$ cat src/rtl/lane_centroid_if.sv
// Pixel-stream input and centroid result bundle for lane_centroid.
// The master side feeds edge magnitudes; the slave side is the centroid engine.
interface lane_centroid_if #(
    parameter int IMG_W = 640,
    parameter int IMG_H = 480
);
    localparam int CW    = $clog2(IMG_W);
    localparam int CNT_W = $clog2(IMG_W * IMG_H) + 1;

    logic [3:0]       pixel_in;
    logic             in_ready;
    logic [CW-1:0]    centroid;
    logic             centroid_valid;
    logic             no_edge;
    logic [CNT_W-1:0] edge_count;
    logic             busy;
    logic             overrun;

    modport master (
        output pixel_in, in_ready,
        input  centroid, centroid_valid, no_edge, edge_count, busy, overrun
    );

    modport slave (
        input  pixel_in, in_ready,
        output centroid, centroid_valid, no_edge, edge_count, busy, overrun
    );
endinterface

$ cat src/rtl/lane_centroid.sv
// Per-frame mean column of edge pixels inside a row band, computed at end of
// frame by a restoring divider and published as a steering centroid.
module lane_centroid #(
    parameter int IMG_W     = 640,
    parameter int IMG_H     = 480,
    parameter int THRESH    = 8,
    parameter int ROW_START = 240,
    parameter int ROW_END   = 479,
    parameter int MIN_COUNT = 16
) (
    input logic           clk,
    input logic           rst_n,
    lane_centroid_if.slave bus
);
    localparam int XW    = $clog2(IMG_W);
    localparam int YW    = $clog2(IMG_H);
    localparam int CW    = XW;
    localparam int CNT_W = $clog2(IMG_W * IMG_H) + 1;
    localparam int SUM_W = $clog2(IMG_W * IMG_W * IMG_H / 2) + 1;
    localparam int BIT_W = $clog2(SUM_W + 1);

    localparam logic [XW-1:0] X_LAST = XW'(IMG_W - 1);
    localparam logic [YW-1:0] Y_LAST = YW'(IMG_H - 1);

    typedef enum logic [1:0] {IDLE, CHECK, DIVIDE, DONE} state_t;

    state_t           state_q, state_d;
    logic [XW-1:0]    x_q;
    logic [YW-1:0]    y_q;
    logic [SUM_W-1:0] sum_acc, sum_snap;
    logic [CNT_W-1:0] cnt_acc, cnt_snap;
    logic [SUM_W-1:0] dividend_q;
    logic [CNT_W-1:0] rem_q;
    logic [BIT_W-1:0] bit_q;
    logic [CW-1:0]    centroid_q;
    logic             no_edge_q;
    logic [CNT_W-1:0] edge_count_q;
    logic             overrun_q;

    logic             eof, in_band, edge_hit, low_count;
    logic [CNT_W:0]   rem_shift;
    logic             fits;
    logic [CNT_W-1:0] rem_next;
    logic [SUM_W-1:0] quot_next;
    logic             div_load, div_step, div_last, busy_c, valid_c;

    assign eof       = bus.in_ready && (x_q == X_LAST) && (y_q == Y_LAST);
    assign in_band   = (int'(y_q) >= ROW_START) && (int'(y_q) <= ROW_END);
    assign edge_hit  = bus.in_ready && (int'(bus.pixel_in) >= THRESH) && in_band;
    assign low_count = int'(cnt_snap) < MIN_COUNT;

    // One restoring-division step: shift in the next dividend bit, subtract if it fits.
    assign rem_shift = {rem_q, dividend_q[SUM_W-1]};
    assign fits      = rem_shift >= {1'b0, cnt_snap};
    assign rem_next  = fits ? CNT_W'(rem_shift - {1'b0, cnt_snap}) : CNT_W'(rem_shift);
    assign quot_next = {dividend_q[SUM_W-2:0], fits};

    always_ff @(posedge clk or negedge rst_n) begin
        if (!rst_n) begin
            x_q <= '0;
            y_q <= '0;
        end else if (bus.in_ready) begin
            if (x_q == X_LAST) begin
                x_q <= '0;
                y_q <= (y_q == Y_LAST) ? '0 : y_q + 1'b1;
            end else begin
                x_q <= x_q + 1'b1;
            end
        end
    end

    // Accumulation never stalls; a frame ending while the FSM is busy is dropped.
    always_ff @(posedge clk or negedge rst_n) begin
        if (!rst_n) begin
            sum_acc   <= '0;
            cnt_acc   <= '0;
            sum_snap  <= '0;
            cnt_snap  <= '0;
            overrun_q <= 1'b0;
        end else begin
            overrun_q <= eof && (state_q != IDLE);
            if (eof) begin
                sum_acc <= '0;
                cnt_acc <= '0;
                if (state_q == IDLE) begin
                    sum_snap <= sum_acc + (edge_hit ? SUM_W'(x_q) : SUM_W'(0));
                    cnt_snap <= cnt_acc + CNT_W'(edge_hit);
                end
            end else if (edge_hit) begin
                sum_acc <= sum_acc + SUM_W'(x_q);
                cnt_acc <= cnt_acc + 1'b1;
            end
        end
    end

    always_ff @(posedge clk or negedge rst_n) begin
        if (!rst_n) state_q <= IDLE;
        else        state_q <= state_d;
    end

    always_comb begin
        state_d  = state_q;
        div_load = 1'b0;
        div_step = 1'b0;
        div_last = 1'b0;
        busy_c   = 1'b0;
        valid_c  = 1'b0;
        case (state_q)
            IDLE: begin
                if (eof) state_d = CHECK;
            end
            CHECK: begin
                if (low_count) begin
                    state_d = DONE;
                end else begin
                    state_d  = DIVIDE;
                    div_load = 1'b1;
                end
            end
            DIVIDE: begin
                busy_c   = 1'b1;
                div_step = 1'b1;
                if (bit_q == BIT_W'(SUM_W - 1)) begin
                    div_last = 1'b1;
                    state_d  = DONE;
                end
            end
            DONE: begin
                valid_c = 1'b1;
                state_d = IDLE;
            end
            default: state_d = IDLE;
        endcase
    end

    // Results land on the edge entering DONE so they are stable while valid is high.
    always_ff @(posedge clk or negedge rst_n) begin
        if (!rst_n) begin
            dividend_q   <= '0;
            rem_q        <= '0;
            bit_q        <= '0;
            centroid_q   <= CW'(IMG_W / 2);
            no_edge_q    <= 1'b1;
            edge_count_q <= '0;
        end else begin
            if (state_q == CHECK && low_count) begin
                no_edge_q    <= 1'b1;
                edge_count_q <= cnt_snap;
            end
            if (div_load) begin
                dividend_q <= sum_snap;
                rem_q      <= '0;
                bit_q      <= '0;
                no_edge_q  <= 1'b0;
            end
            if (div_step) begin
                dividend_q <= quot_next;
                rem_q      <= rem_next;
                bit_q      <= bit_q + 1'b1;
                if (div_last) begin
                    centroid_q   <= quot_next[CW-1:0];
                    edge_count_q <= cnt_snap;
                end
            end
        end
    end

    assign bus.centroid       = centroid_q;
    assign bus.centroid_valid = valid_c;
    assign bus.no_edge        = no_edge_q;
    assign bus.edge_count     = edge_count_q;
    assign bus.busy           = busy_c;
    assign bus.overrun        = overrun_q;
endmodule

$ cat src/flat_wrapper.sv
// flat-port wrapper written by rule: the top's interface ports become plain ports
module lane_centroid_flat 
#(
    parameter int IMG_W     = 640,
    parameter int IMG_H     = 480,
    parameter int THRESH    = 8,
    parameter int ROW_START = 240,
    parameter int ROW_END   = 479,
    parameter int MIN_COUNT = 16
)
  (clk, rst_n, bus_pixel_in, bus_in_ready, bus_centroid, bus_centroid_valid, bus_no_edge, bus_edge_count, bus_busy, bus_overrun);
  lane_centroid_if #(.IMG_W(IMG_W), .IMG_H(IMG_H)) bus_i ();
  input logic clk;
  input logic rst_n;
  input wire logic [$bits(bus_i.pixel_in)-1:0] bus_pixel_in;
  input wire logic [$bits(bus_i.in_ready)-1:0] bus_in_ready;
  output wire logic [$bits(bus_i.centroid)-1:0] bus_centroid;
  output wire logic [$bits(bus_i.centroid_valid)-1:0] bus_centroid_valid;
  output wire logic [$bits(bus_i.no_edge)-1:0] bus_no_edge;
  output wire logic [$bits(bus_i.edge_count)-1:0] bus_edge_count;
  output wire logic [$bits(bus_i.busy)-1:0] bus_busy;
  output wire logic [$bits(bus_i.overrun)-1:0] bus_overrun;
  assign bus_i.pixel_in = bus_pixel_in;
  assign bus_i.in_ready = bus_in_ready;
  assign bus_centroid = bus_i.centroid;
  assign bus_centroid_valid = bus_i.centroid_valid;
  assign bus_no_edge = bus_i.no_edge;
  assign bus_edge_count = bus_i.edge_count;
  assign bus_busy = bus_i.busy;
  assign bus_overrun = bus_i.overrun;
  lane_centroid #(.IMG_W(IMG_W), .IMG_H(IMG_H), .THRESH(THRESH), .ROW_START(ROW_START), .ROW_END(ROW_END), .MIN_COUNT(MIN_COUNT)) u_core (.clk(clk), .rst_n(rst_n), .bus(bus_i));
endmodule
$ cat config.mk
export PLATFORM = sky130hd
export DESIGN_NAME = lane_centroid_flat
export DESIGN_NICKNAME = d
export VERILOG_FILES = /design/src/rtl/lane_centroid_if.sv /design/src/rtl/lane_centroid.sv /design/src/flat_wrapper.sv
export SDC_FILE = /design/constraint.sdc
export NUM_CORES = 1
export LEC_CHECK = 0
export CELL_PAD_IN_SITES_DETAIL_PLACEMENT = 1
export CELL_PAD_IN_SITES_GLOBAL_PLACEMENT = 2
export CORE_MARGIN = 5
export CORE_UTILIZATION = 36
export CTS_BUF_LIST = sky130_fd_sc_hd__clkbuf_8 sky130_fd_sc_hd__clkbuf_16
export CTS_CLUSTER_DIAMETER = 40
export CTS_CLUSTER_SIZE = 16
export DETAILED_ROUTE_END_ITERATION = 8
export HOLD_SLACK_MARGIN = 0.12
export PLACE_DENSITY = 0.86
export SKIP_LAST_GASP = 1
export SLEW_MARGIN = 20
export SYNTH_ARGS = -nofsm -noshare
export SYNTH_HDL_FRONTEND = slang
export SYNTH_SLANG_ARGS = --single-unit
$ cat constraint.sdc
create_clock -name clk -period 3.8 [get_ports clk]
set_clock_uncertainty 0.15 [all_clocks]
set_input_delay 0.95 -clock clk [delete_from_list [all_inputs] [get_ports clk]]
set_output_delay 0.95 -clock clk [all_outputs]
set_load 0.005 [all_outputs]
# Word-level counts from Yosys, hierarchy flattened
# Index checks and enable logic that the tools add are counted.
dict set report word_totals {
  out_inout_bits 34
  wordCells 80
  inputBits 7
  reg_bits 202
}
dict set report classes {
  order_cmp 5
  reduce_logical 16
  eq_ne 8
  addsub 8
  n_mux 29
}
# op n
set op_table {}
lappend op_table {{2-to-1 mux 20 bit} 8}
lappend op_table {{2-to-1 mux 28 bit} 4}
lappend op_table {{adder 28 x 10 -> 28 bit} 1}
lappend op_table {{adder 28 bit} 1}
lappend op_table {{>= comparator 21 x 20 -> 1 bit} 1}
lappend op_table {{adder 20 x 1 -> 20 bit} 1}
lappend op_table {{adder 20 x 1 -> 20 bit (second input constant)} 1}
lappend op_table {{< comparator 20 x 5 -> 1 bit (second input constant)} 1}
lappend op_table {{2-to-1 mux 10 bit} 2}
lappend op_table {{subtractor 20 bit} 1}
lappend op_table {{adder 10 x 1 -> 10 bit (second input constant)} 1}
lappend op_table {{equality test 10 bit (second input constant)} 1}
lappend op_table {{2-to-1 mux 5 bit} 2}
lappend op_table {{adder 9 x 1 -> 9 bit (second input constant)} 1}
lappend op_table {{equality test 9 bit (second input constant)} 1}
lappend op_table {{>= comparator 9 x 8 -> 1 bit (second input constant)} 1}
lappend op_table {{less-or-equal comparator 9 bit (second input constant)} 1}
lappend op_table {{2-to-1 mux 1 bit} 9}
lappend op_table {{2-to-1 mux 9 bit} 1}
lappend op_table {{one-hot mux 2 bit (4 select lines)} 1}
lappend op_table {{AND reduction 2 bit} 4}
lappend op_table {{nonzero test 2 bit} 4}
lappend op_table {{logical AND 1 bit} 7}
lappend op_table {{adder 5 x 1 -> 5 bit (second input constant)} 1}
lappend op_table {{other kinds (7)} 10}

# Longest topological paths before layout
# Gate-level depths: netlist of run 1.
dict set report logic_depth {
  ltp_word 5
  depth_mapped 18
  mapped_depth_nobuf 14
}

# Least setup slack after synthesis of run 1
# Ideal clock, no wire load.
dict set report synth_path {
  path_kind {input to register}
  startpoint {input bus_in_ready}
  endpoint {register u_core.sum_snap[26]}
  t_required_ns 3.517
  setup_slack_ns -0.746
  t_arrival_ns 4.263
  setup_time_ns 0.133
  stages 18
  path_buffers 4
  cell_sequence {buf_4 -> and2_1 -> o311ai_0 -> o311a_1 -> inv_2 -> buf_2 -> buf_4 -> buf_2 -> and2_1 -> ha_1 -> fa_1 -> a21o_1 -> a21oi_1 -> a21oi_1 -> o41ai_1 -> nor3_1 -> xnor2_1 -> o21ai_0}
}
dict set report synth_between {
  elab_chain_cells 4
  word_cells_on_any_way 7
  cone_classes {add/sub: 1; mux: 1; reduce/logical: 5}
}
# element line
set synth_rtl {}
lappend synth_rtl {{start, declared} flat_wrapper.sv:16} ;# input wire logic [$bits(bus_i.in_ready)-1:0] bus_in_ready;
lappend synth_rtl {{logical AND 1 bit (2 in a row)} lane_centroid.sv:49} ;# assign edge_hit = bus.in_ready && (int'(bus.pixel_in) >= THRESH) && in_band;
lappend synth_rtl {{2-to-1 mux 10 bit} lane_centroid.sv:86} ;# sum_snap <= sum_acc + (edge_hit ? SUM_W'(x_q) : SUM_W'(0));
lappend synth_rtl {{adder 28 bit} lane_centroid.sv:86}
lappend synth_rtl {{end signal, assigned} lane_centroid.sv:86}
lappend synth_rtl {{end, declared} lane_centroid.sv:30} ;# logic [SUM_W-1:0] sum_acc, sum_snap;
# Parallel ways exist; a longest one is shown, timed or not.
# A chain may end at the register's enable or synchronous reset.

# Final worst setup path of run 1
dict set report layout_path {
  startpoint {input bus_pixel_in[3]}
  endpoint {register u_core.sum_snap[20]}
}
dict set report layout_between {
  elab_chain_cells 5
}
# element line
set layout_rtl {}
lappend layout_rtl {{start, declared} flat_wrapper.sv:15} ;# input wire logic [$bits(bus_i.pixel_in)-1:0] bus_pixel_in;
lappend layout_rtl {{>= comparator 4 bit} lane_centroid.sv:49}
lappend layout_rtl {{logical AND 1 bit (2 in a row)} lane_centroid.sv:49}
lappend layout_rtl {{2-to-1 mux 10 bit} lane_centroid.sv:86}
lappend layout_rtl {{adder 28 bit} lane_centroid.sv:86}
# Every way passes these cells.

==> metrics, run 1 <==
status=finished clean; register area share after synthesis=0.446; Synth top area share=0.439; H-tree depth=2; DP HPWL=roughly 21 mm; Detailed Route Iter0 Violations=roughly 400; part of the power in registers=0.384; Fin Setup TNS=0 ns; clock tree from TritonCTS=done; Post-synth ARST share=1.00; CTS Hold Bufs=0; final net count=around 1.4k; first-pass GRT wire length=51.3 mm; R2R Path Start=u_core.y_q[1]; clock sinks=~200; fin worst setup slack=roughly 0.16 ns; Critical Path Source Type=input port; CP arrival=3.89 ns; die area=approximately 0.035 mm²; Total GRT Usage=0.172; Clock transition at path regs=~0.05 ns; NetSw=0.00143 W; leak pwr=around 6.3 nW; dominant cell by count in the synthesized netlist=dfrtp_1; pwr dens=~430 mW/mm²; Buffers on Ports=37; initial antenna violation count=0; CP max-delay cell=o41a_1; Clk pwr share=0.577; WP buf/inv=2; Post-Syn Area=about 0.011 mm²; met2 GRT Util=0.276; Core Box Area=~0.031 mm²; Routed WL per cell=roughly 17 µm; n_diodes=0; commonest cells in the netlist=199 x dfrtp_1, 194 x nand2_1, 128 x o21ai_0; DR vias=slightly above 9k; Final Slew Violations=0; Clock Tree Buf Depth=3; worst-path cell chain=clkdlybuf4s50_1, and2_4, o311ai_1, o311a_1, inv_2, and2_4, ha_4, fa_2, a21o_1, a21oi_2, a21oi_2, o41a_1, nand4_1, xor2_1, o21ai_1; Max-cap violations=0; Avg Inst Size Synth=just over 9 µm²; reg2reg end=u_core.sum_snap[20]; register-to-register setup slack=between 0.3 and 0.4 ns; CP top delay family=compound AO/OA/AOI/OAI gates; share of post-route cells with drive strength above 1=0.117; period utilization=0.959; Top FF cell, synth=dfrtp_1; Initial Util=0.362; TritonCTS Buffers=38; Hold Fails Final Rpt=0; Site Rows=65; Worst EP required=4.05 ns; remaining antenna violation count=0; Area growth syn-to-layout=21.2%; post-route minimum period=about 3.6 ns; reg2reg path depth=14; Max VDD drop=approximately 0.29 mV; Mapped Cells=roughly 1.2k; combinational share of power=0.039; FF+latch count, synth=between 200 and 250; Die Wd=188 µm; Hold Crit Class=in2async; Worst Hold Margin=between 0.2 and 0.25 ns; vias in the first global route=9776; Worst-Skew Late Latency=~0.53 ns; crit end category=flop; largest net degree at the start of global routing=approximately 100; area leader, netlist=dfrtp_1; switch share=0.242; routed vias/inst=approximately 5.2; largest stage delay on the critical path=0.43 ns; Synth cell types=65; total power=0.00589 W; relative slew slack=0.383; # IOs=just over 40; post-synth net total=roughly 1.3k; Setup WS pre-CTS=-0.526 ns; Crit Path Category=in2reg; M3 GR Usage=0.0251; Worst Path Max Fanout=5; grt met1 use=0.243; layer with the highest usage=met2; drt first pass iters=4; Final Setup Violations=0; GPL Wtd Cong=approximately 0.83; DRT Wirelength=29.5 mm; Pint=0.00446 W; DRC errors left=0; Ys Warns=0; Worst Max-Slew Pin Slew=slightly above 0.9 ns; total grt overflow=0; Fmax achieved=between 200 and 300 MHz; Post-synth EDFFs=0; Die Y=between 150 and 200 µm; largest cells by area after synthesis=dfrtp_1 44%, nand2_1 6.4%, o21ai_0 5.6%; Root Driver=clkbuf_16
worst register-to-register path: cells and delay by family (launching register included):
kind	cells	cell delay, ns
buffers and inverters	1	0.06
AND/OR/NAND/NOR	2	0.32
flip-flops	1	0.41
AO/OA/AOI/OAI	7	1.56
adder cells (fa/ha/maj)	3	0.72
XOR/XNOR	1	0.15
power by group through the flow:
stage | combinational, W | clock (W) | sequential [W]
finish | 0.000232 | 0.00340 | 0.00226
global placement | 0.000226 | 0 | 0.00229
detailed placement | 0.000238 | 0 | 0.00230
global route | 0.000269 | 0.00362 | 0.00227
floorplan | 0.000153 | 0 | 0.00227
CTS | 0.000240 | 0.00349 | 0.00226
flip-flops by register name (all words and copies together) (netlist names):
register,count
u_core.cnt_snap,20
u_core.bus.overrun,1
u_core.state_q,2
u_core.sum_acc,28
u_core.bit_q,5
u_core.bus.no_edge,1
u_core.y_q,9
u_core.bus.centroid,10
u_core.cnt_acc,20
u_core.sum_snap,28
u_core.x_q,10
u_core.dividend_q,28
u_core.rem_q,20
u_core.bus.edge_count,20
placed cells by master (no fill, tap or decap), types with 41 or more instances in the layout:
master / Yosys / routed
dfrtp_1: 199 / 199
nand3_1: 41 / 41
a21oi_1: 50 / 47
inv_1: 47 / 50
ha_1: 51 / 49
xnor2_1: 51 / 51
xor2_1: 56 / 56
o21ai_0: 128 / 121
nor2_1: 88 / 87
nand2_1: 194 / 192
buf_4: 3 / 51
layout make-up:
class,instances,area (µm²)
sequential,202,5060
timing repair buffer,90,800
clock inverter,30,320
inverter,49,184
clock buffer,40,978
multi-input combinational,932,5910
fill,3566,17600
tap,402,503
metal layers:
| layer | vias to the layer above | share of wire | wire [µm] |
|---|---|---|---|
| li1 | 4505 | - | - |
| met1 | 4497 | 0.49 | 14600 |
| met2 | 111 | 0.45 | 13400 |
| met3 | 48 | 0.028 | 820 |
| met4 | 0 | 0.024 | 716 |
| met5 | - | 0 | 0 |
cell families (layout without fill, tap and decap cells):
family,Yosys count,after routing,synth area share
XOR/XNOR,107,107,0.0826
AO/OA/AOI/OAI,274,274,0.145
AND/OR/NAND/NOR,454,454,0.186
multiplexers,43,43,0.0387
adder cells (fa/ha/maj),54,54,0.0615
flip-flops,202,202,0.446
buffers and inverters,109,209,0.0407
timing repair:
item / in CTS / in global routing
setup endpoints to repair: 0 / 12
gates resized for setup: 0 / 7
setup buffers: 0 / 1
how the worst max path moves through the flow:
stage                          from                   to  slack, ns  cells past startpoint
floorplan              bus_in_ready  u_core.sum_snap[20]      -0.45                     18
global placement    bus_pixel_in[3]  u_core.sum_snap[12]      -0.49                     15
detailed placement     bus_in_ready  u_core.sum_snap[20]      -0.53                     15
CTS                    bus_in_ready  u_core.sum_snap[20]       0.04                     15
global route        bus_pixel_in[3]  u_core.sum_snap[20]      -0.01                     15
finish              bus_pixel_in[3]  u_core.sum_snap[20]       0.16                     15
metrics by stage:
stage	instance area [µm²]	utilization	cells
2_1_floorplan	11400	-	1243
3_3_place_gp	12400	0.397	1674
3_5_place_dp	12400	0.397	1674
4_1_cts	13700	0.438	1744
5_1_grt	13800	0.439	1745
6_report	13800	0.439	1745
Power figures use the tool's default switching activity.
==> run 2: changes to the inputs <==
Settings changed: MAX_ROUTING_LAYER set to met4, PLACE_DENSITY 0.86 to 0.83.
Clock period 3.8 ns to 3.2 ns, I/O delays scaled along.
==> run 2 against run 1 <==
Sequential share of layout area fell by 1.4 points. Clock power rose by 22%. Critical path type is now reg2reg. Combinational power rose by 25%. Via count rose by 2.6%. Highest routed layer unchanged. Clock-buffer cell count rose by 8. Die area did not move. Sequential power rose by 19%. The flow now finishes with violations (setup timing). Cell area rose by 3.9%. Hold slack got worse by 0.13 ns. Global-route usage rose by 1.3 points. Register-to-register slack got worse by 0.51 ns. Total power rose by 21%.
==> metrics, run 2 (synthesized netlist as in run 1, its figures left out) <==
Final Setup Violations=12; DRC errors left=0; Max VDD drop=between 0.3 and 0.4 mV; Hold Fails Final Rpt=0; CP dominant cell by count=a21oi_2; Fmax achieved=around 300 MHz; Critical Path Source Type=flop; non-filler instance count after layout=around 1.8k; largest net degree at the start of global routing=60; Worst Max-Slew Pin Slew=about 0.84 ns; Site Rows=65; n_diodes=0; post-route minimum period=3.39 ns; commonest non-fill, non-tap cell in the layout=dfrtp_1; drt first pass iters=6; period utilization=1.06; most frequent cells in the layout=199 x dfrtp_1, 192 x nand2_1, 119 x o21ai_0; Placed Cells=~1.7k; H-tree depth=2; Clock transition at path regs=0.05 ns; # IOs=between 40 and 50; Area growth syn-to-layout=25.9%; DR vias=9398; Die Y=roughly 190 µm; DRT Wirelength=between 30 and 40 mm; pwr dens=499 mW/mm²; Worst Path Max Fanout=5; CTS Hold Bufs=0; Max-cap violations=0; GPL Wtd Cong=~0.84; Routed WL per cell=roughly 18 µm; final core utilization=0.456; Final Slew Violations=0; relative slew slack=0.441; Worst Hold Margin=around 0.12 ns; leak pwr=between 6 and 7 nW; first-pass GRT wire length=53.1 mm; routed vias/inst=5.24; unrepaired setup endpoints after global routing=true; remaining antenna violation count=0; Clock Tree Buf Depth=3; clock sinks=between 200 and 250; Initial Util=0.362; initial antenna violation count=0; Die Wd=between 150 and 200 µm; status=finished, violations left; Buffers on Ports=37; Core Box Area=0.0313 mm²; die area=approximately 0.035 mm²; crit end category=flop; vias in the first global route=9898; Total GRT Usage=0.185; DP HPWL=around 22 mm; violated checks=setup timing; fin worst setup slack=-0.195 ns; final net count=around 1.4k; CP max-delay cell=o41a_1; largest registers=u_core.dividend_q (28), u_core.sum_acc (28), u_core.sum_snap (28); Root Driver=clkbuf_16; CP arrival=3.65 ns; share of post-route cells with drive strength above 1=0.157; Worst EP required=approximately 3.5 ns; total grt overflow=0; Crit Path Category=reg2reg; Fin Setup TNS=-1.46 ns; Worst-Skew Late Latency=around 0.51 ns; TritonCTS Buffers=42; Hold Crit Class=in2async; worst-path cell chain=buf_6, nand3_4, o311ai_4, o311a_4, inv_2, and2_4, ha_4, fa_2, a21o_1, a21oi_2, a21oi_2, o41a_1, nand4_1, xor2_1, o21ai_1; Detailed Route Iter0 Violations=roughly 440; largest stage delay on the critical path=0.44 ns; clock tree from TritonCTS=done
==> run 2: final timing paths <==
kind / start / to / slack [ns] / cells past startpoint
max: u_core.y_q[1] / u_core.sum_snap[20] / -0.19 / 15
min: rst_n / u_core.sum_acc[11] / 0.12 / 1
max reg2reg: u_core.y_q[1] / u_core.sum_snap[20] / -0.19 / 15
min reg2reg: u_core.bus.centroid[8] / u_core.bus.centroid[8] / 0.31 / 2
max in group asynchronous: rst_n / u_core.bus.no_edge / 1.96 / 2
min in group clk: u_core.bus.centroid[8] / u_core.bus.centroid[8] / 0.31 / 2
==> run 2: metrics by stage <==
stage               setup WS [ns]  power [W]  area (µm²)
floorplan                  -0.837    0.00288       11500
global placement           -0.870    0.00301       12800
detailed placement         -0.946    0.00302       12800
CTS                        -0.147    0.00725       14300
global route               -0.338    0.00746       14300
finish                     -0.195    0.00714       14300
==> run 2: power by group <==
part | internal (W) | switching, W | leakage, nW | total [W]
clock | 0.00272 | 0.00144 | 0.667 | 0.00416
combinational | 0.000119 | 0.000170 | 3.13 | 0.000289
sequential | 0.00261 | 0.0000821 | 2.78 | 0.00269
==> run 2: timing repair <==
action,4_1_cts,5_1_grt
endpoints found under the setup margin,23,21
pin swaps,17,11
hold endpoints to repair,0,0
resized for setup,14,2
gates cloned,0,0
buffers inserted,6,2
==> run 2: metal layers <==
layer | up-vias | part of all wire | global-route usage
met5 | - | 0 | -
met4 | 0 | 0.015 | 0.0364
met3 | 42 | 0.039 | 0.0287
met2 | 124 | 0.47 | 0.292
met1 | 4639 | 0.48 | 0.257
li1 | 4593 | - | -
==> run 2: layout make-up <==
cell class / count / area (µm²)
clock buffer: 48 / 1140
clock inverter: 28 / 233
fill: 3540 / 17000
inverter: 49 / 184
multi-input combinational: 932 / 5990
sequential: 202 / 5060
tap: 402 / 503
timing repair buffer: 133 / 1180
==> run 2: critical path, delay by kind of cell, from the launching register on <==
family | cells | cell delay [ns]
XOR/XNOR | 1 | 0.15
buffers and inverters | 2 | 0.17
flip-flops | 1 | 0.37
adder cells (fa/ha/maj) | 2 | 0.51
AO/OA/AOI/OAI | 7 | 1.56
AND/OR/NAND/NOR | 3 | 0.40
==> run 3: changes to the inputs <==
Settings changed: CTS_CLUSTER_DIAMETER 40 to 200.
==> run 3 against run 2 <==
The run still ends with setup timing left. Non-clock buffer count down 1. Sequential cell count unchanged. Routed wire length down 4.0%. Cell area down 6.1%. Total power down 32%. Global-route usage down 0.89 points. Die area unchanged. Register-to-register slack better by 0.06 ns. First-iteration DRC count down 5.0%. Sequential power about the same. Worst setup slack better by 0.059 ns. Critical path type unchanged. Largest power group is now registers.
==> metrics, run 3 (synthesized netlist as in run 1, its figures left out) <==
relative slew slack=0.409; CP top delay family=compound AO/OA/AOI/OAI gates; largest stage delay on the critical path=0.45 ns; Site Rows=between 60 and 70; Worst EP required=approximately 3.4 ns; Final Slew Violations=0; Placement Cell Area=~0.013 mm²; total grt overflow=0; FILL cells=3576; Crit Path Category=reg2reg; n_diodes=0; DR vias=~9.2k; non-filler instance count after layout=approximately 1.7k; Clock transition at path regs=approximately 0.08 ns; Worst Max-Slew Pin Slew=about 0.89 ns; clock tree from TritonCTS=done; CP dominant cell by count=a21oi_2; share of post-route cells with drive strength above 1=0.124; Worst-Skew Late Latency=a little under 0.5 ns; die area=roughly 0.035 mm²; CP arrival=3.56 ns; CTS Hold Bufs=0; switch share=0.245; commonest non-fill, non-tap cell in the layout=dfrtp_1; Clock Tree Buf Depth=3; Root Driver=clkbuf_16; GPL Wtd Cong=0.838; Hold Fails Final Rpt=0; Pint=0.00368 W; combinational share of power=0.059; Initial Util=0.362; Critical Path Source Type=flop; clock sinks=between 200 and 250; Placed Cells=between 1.5k and 2k; Max-cap violations=0; Max VDD drop=approximately 0.26 mV; worst-path cell chain=buf_6, nand3_4, o311ai_4, o311a_4, inv_2, and2_4, ha_4, fa_2, a21o_1, a21oi_2, a21oi_2, o41a_1, nand4_1, xor2_1, o21ai_1; violated checks=setup timing; vias in the first global route=9553; DRT Wirelength=approximately 30 mm; drt first pass iters=5; H-tree depth=1; Area growth syn-to-layout=18.2%; largest net degree at the start of global routing=60; final net count=between 1k and 1.5k; Total GRT Usage=0.176; initial antenna violation count=0; Die Y=about 190 µm; leak pwr=6.17 nW; Die Wd=between 150 and 200 µm; Detailed Route Iter0 Violations=between 400 and 500; Core Box Area=approximately 0.031 mm²; # IOs=41; Fmax achieved=between 200 and 300 MHz; Clk pwr share=0.391; Worst Path Max Fanout=5; routed vias/inst=~5.3; post-route minimum period=about 3.3 ns; TritonCTS Buffers=16; period utilization=1.04; DP HPWL=approximately 22 mm; pwr dens=~360 mW/mm²; status=finished, violations left; post-layout instance area=between 0.01 and 0.015 mm²; CP max-delay cell=o41a_1; largest registers=u_core.dividend_q (28), u_core.sum_acc (28), u_core.sum_snap (28); remaining antenna violation count=0; Setup WS pre-CTS=-0.946 ns; Hold Crit Class=in2async; first-pass GRT wire length=51.0 mm; NetSw=~0.0012 W; WP buf/inv=2; most frequent cells in the layout=199 x dfrtp_1, 192 x nand2_1, 117 x o21ai_0; unrepaired setup endpoints after global routing=true; Buffers on Ports=37; part of the power in registers=0.550; Routed WL per cell=between 15 and 20 µm; DRC errors left=0; Worst Hold Margin=between 0.1 and 0.15 ns; Final Setup Violations=11; crit end category=flop; fin worst setup slack=-0.136 ns
## run 3: cell count changes in the layout (fill, tap and decap cells not counted), moves of 3 or more
| cell | delta |
|---|---|
| clkinv_2 | -9 |
| nor2_1 | -3 |
| clkbuf_16 | -26 |
| clkinvlp_4 | -9 |
| inv_1 | +8 |
| clkbuf_8 | -5 |
| clkinv_4 | -3 |
## run 3: metal layers
| layer | GRT usage | up-vias | wire [µm] |
|---|---|---|---|
| met5 | - | - | 0 |
| met4 | 0.0271 | 0 | 312 |
| met3 | 0.0203 | 21 | 790 |
| met2 | 0.277 | 88 | 13800 |
| met1 | 0.253 | 4619 | 15300 |
| li1 | - | 4504 | - |
## run 3: final cells by class
cell class,instances,area (µm²),area share
Timing Repair Buffer,132,1170,0.0876
Clock buffer,17,425,0.0317
Clock inverter,11,46.3,0.00345
Inverter,49,184,0.0137
Multi-Input combinational cell,932,6020,0.449
Sequential cell,202,5060,0.377
Tap cell,402,503,0.0375
## run 3: worst paths after layout
path,start,endpoint,slack [ns],depth (start not counted)
worst max-delay path,u_core.y_q[1],u_core.sum_snap[20],-0.14,15
worst min-delay path,rst_n,u_core.sum_acc[11],0.13,1
worst max register to register,u_core.y_q[1],u_core.sum_snap[20],-0.14,15
worst min register to register,u_core.bus.centroid[8],u_core.bus.centroid[8],0.31,2
max in group asynchronous,rst_n,u_core.bus.no_edge,1.94,2
min in group clk,u_core.bus.centroid[8],u_core.bus.centroid[8],0.31,2
## run 3: timing repair
action                     4_1_cts  5_1_grt
buffers inserted                 4        3
gates cloned                     0        0
resized for setup               14       12
setup endpoints to repair       25       23
pin swaps                       16       12
## run 3: power groups by stage
stage	combinational [W]	sequential [W]	clock, W
floorplan	0.000183	0.00270	0
global placement	0.000283	0.00272	0
detailed placement	0.000292	0.00273	0
CTS	0.000297	0.00268	0.00199
global route	0.000335	0.00269	0.00209
finish	0.000289	0.00268	0.00190
## run 3: per-stage QoR
stage                     setup TNS (ns)   util  power [W]
after global routing               -3.53  0.428    0.00512
after global placement            -21.88  0.408    0.00301
after CTS                         -0.980  0.426    0.00496
final                             -0.832  0.428    0.00487
after detailed placement          -25.91  0.408    0.00302
after floorplan                   -11.10      -    0.00288
## run 3: worst reg2reg max path, delay by kind of cell (launching register included)
kind	cells	cell delay [ns]
AOI/OAI and AO/OA	7	1.49
xor gates and xnor gates	1	0.15
DFF	1	0.37
and+or+nand+nor	3	0.40
adders and majority gates	2	0.52
buffers and inverters	2	0.16
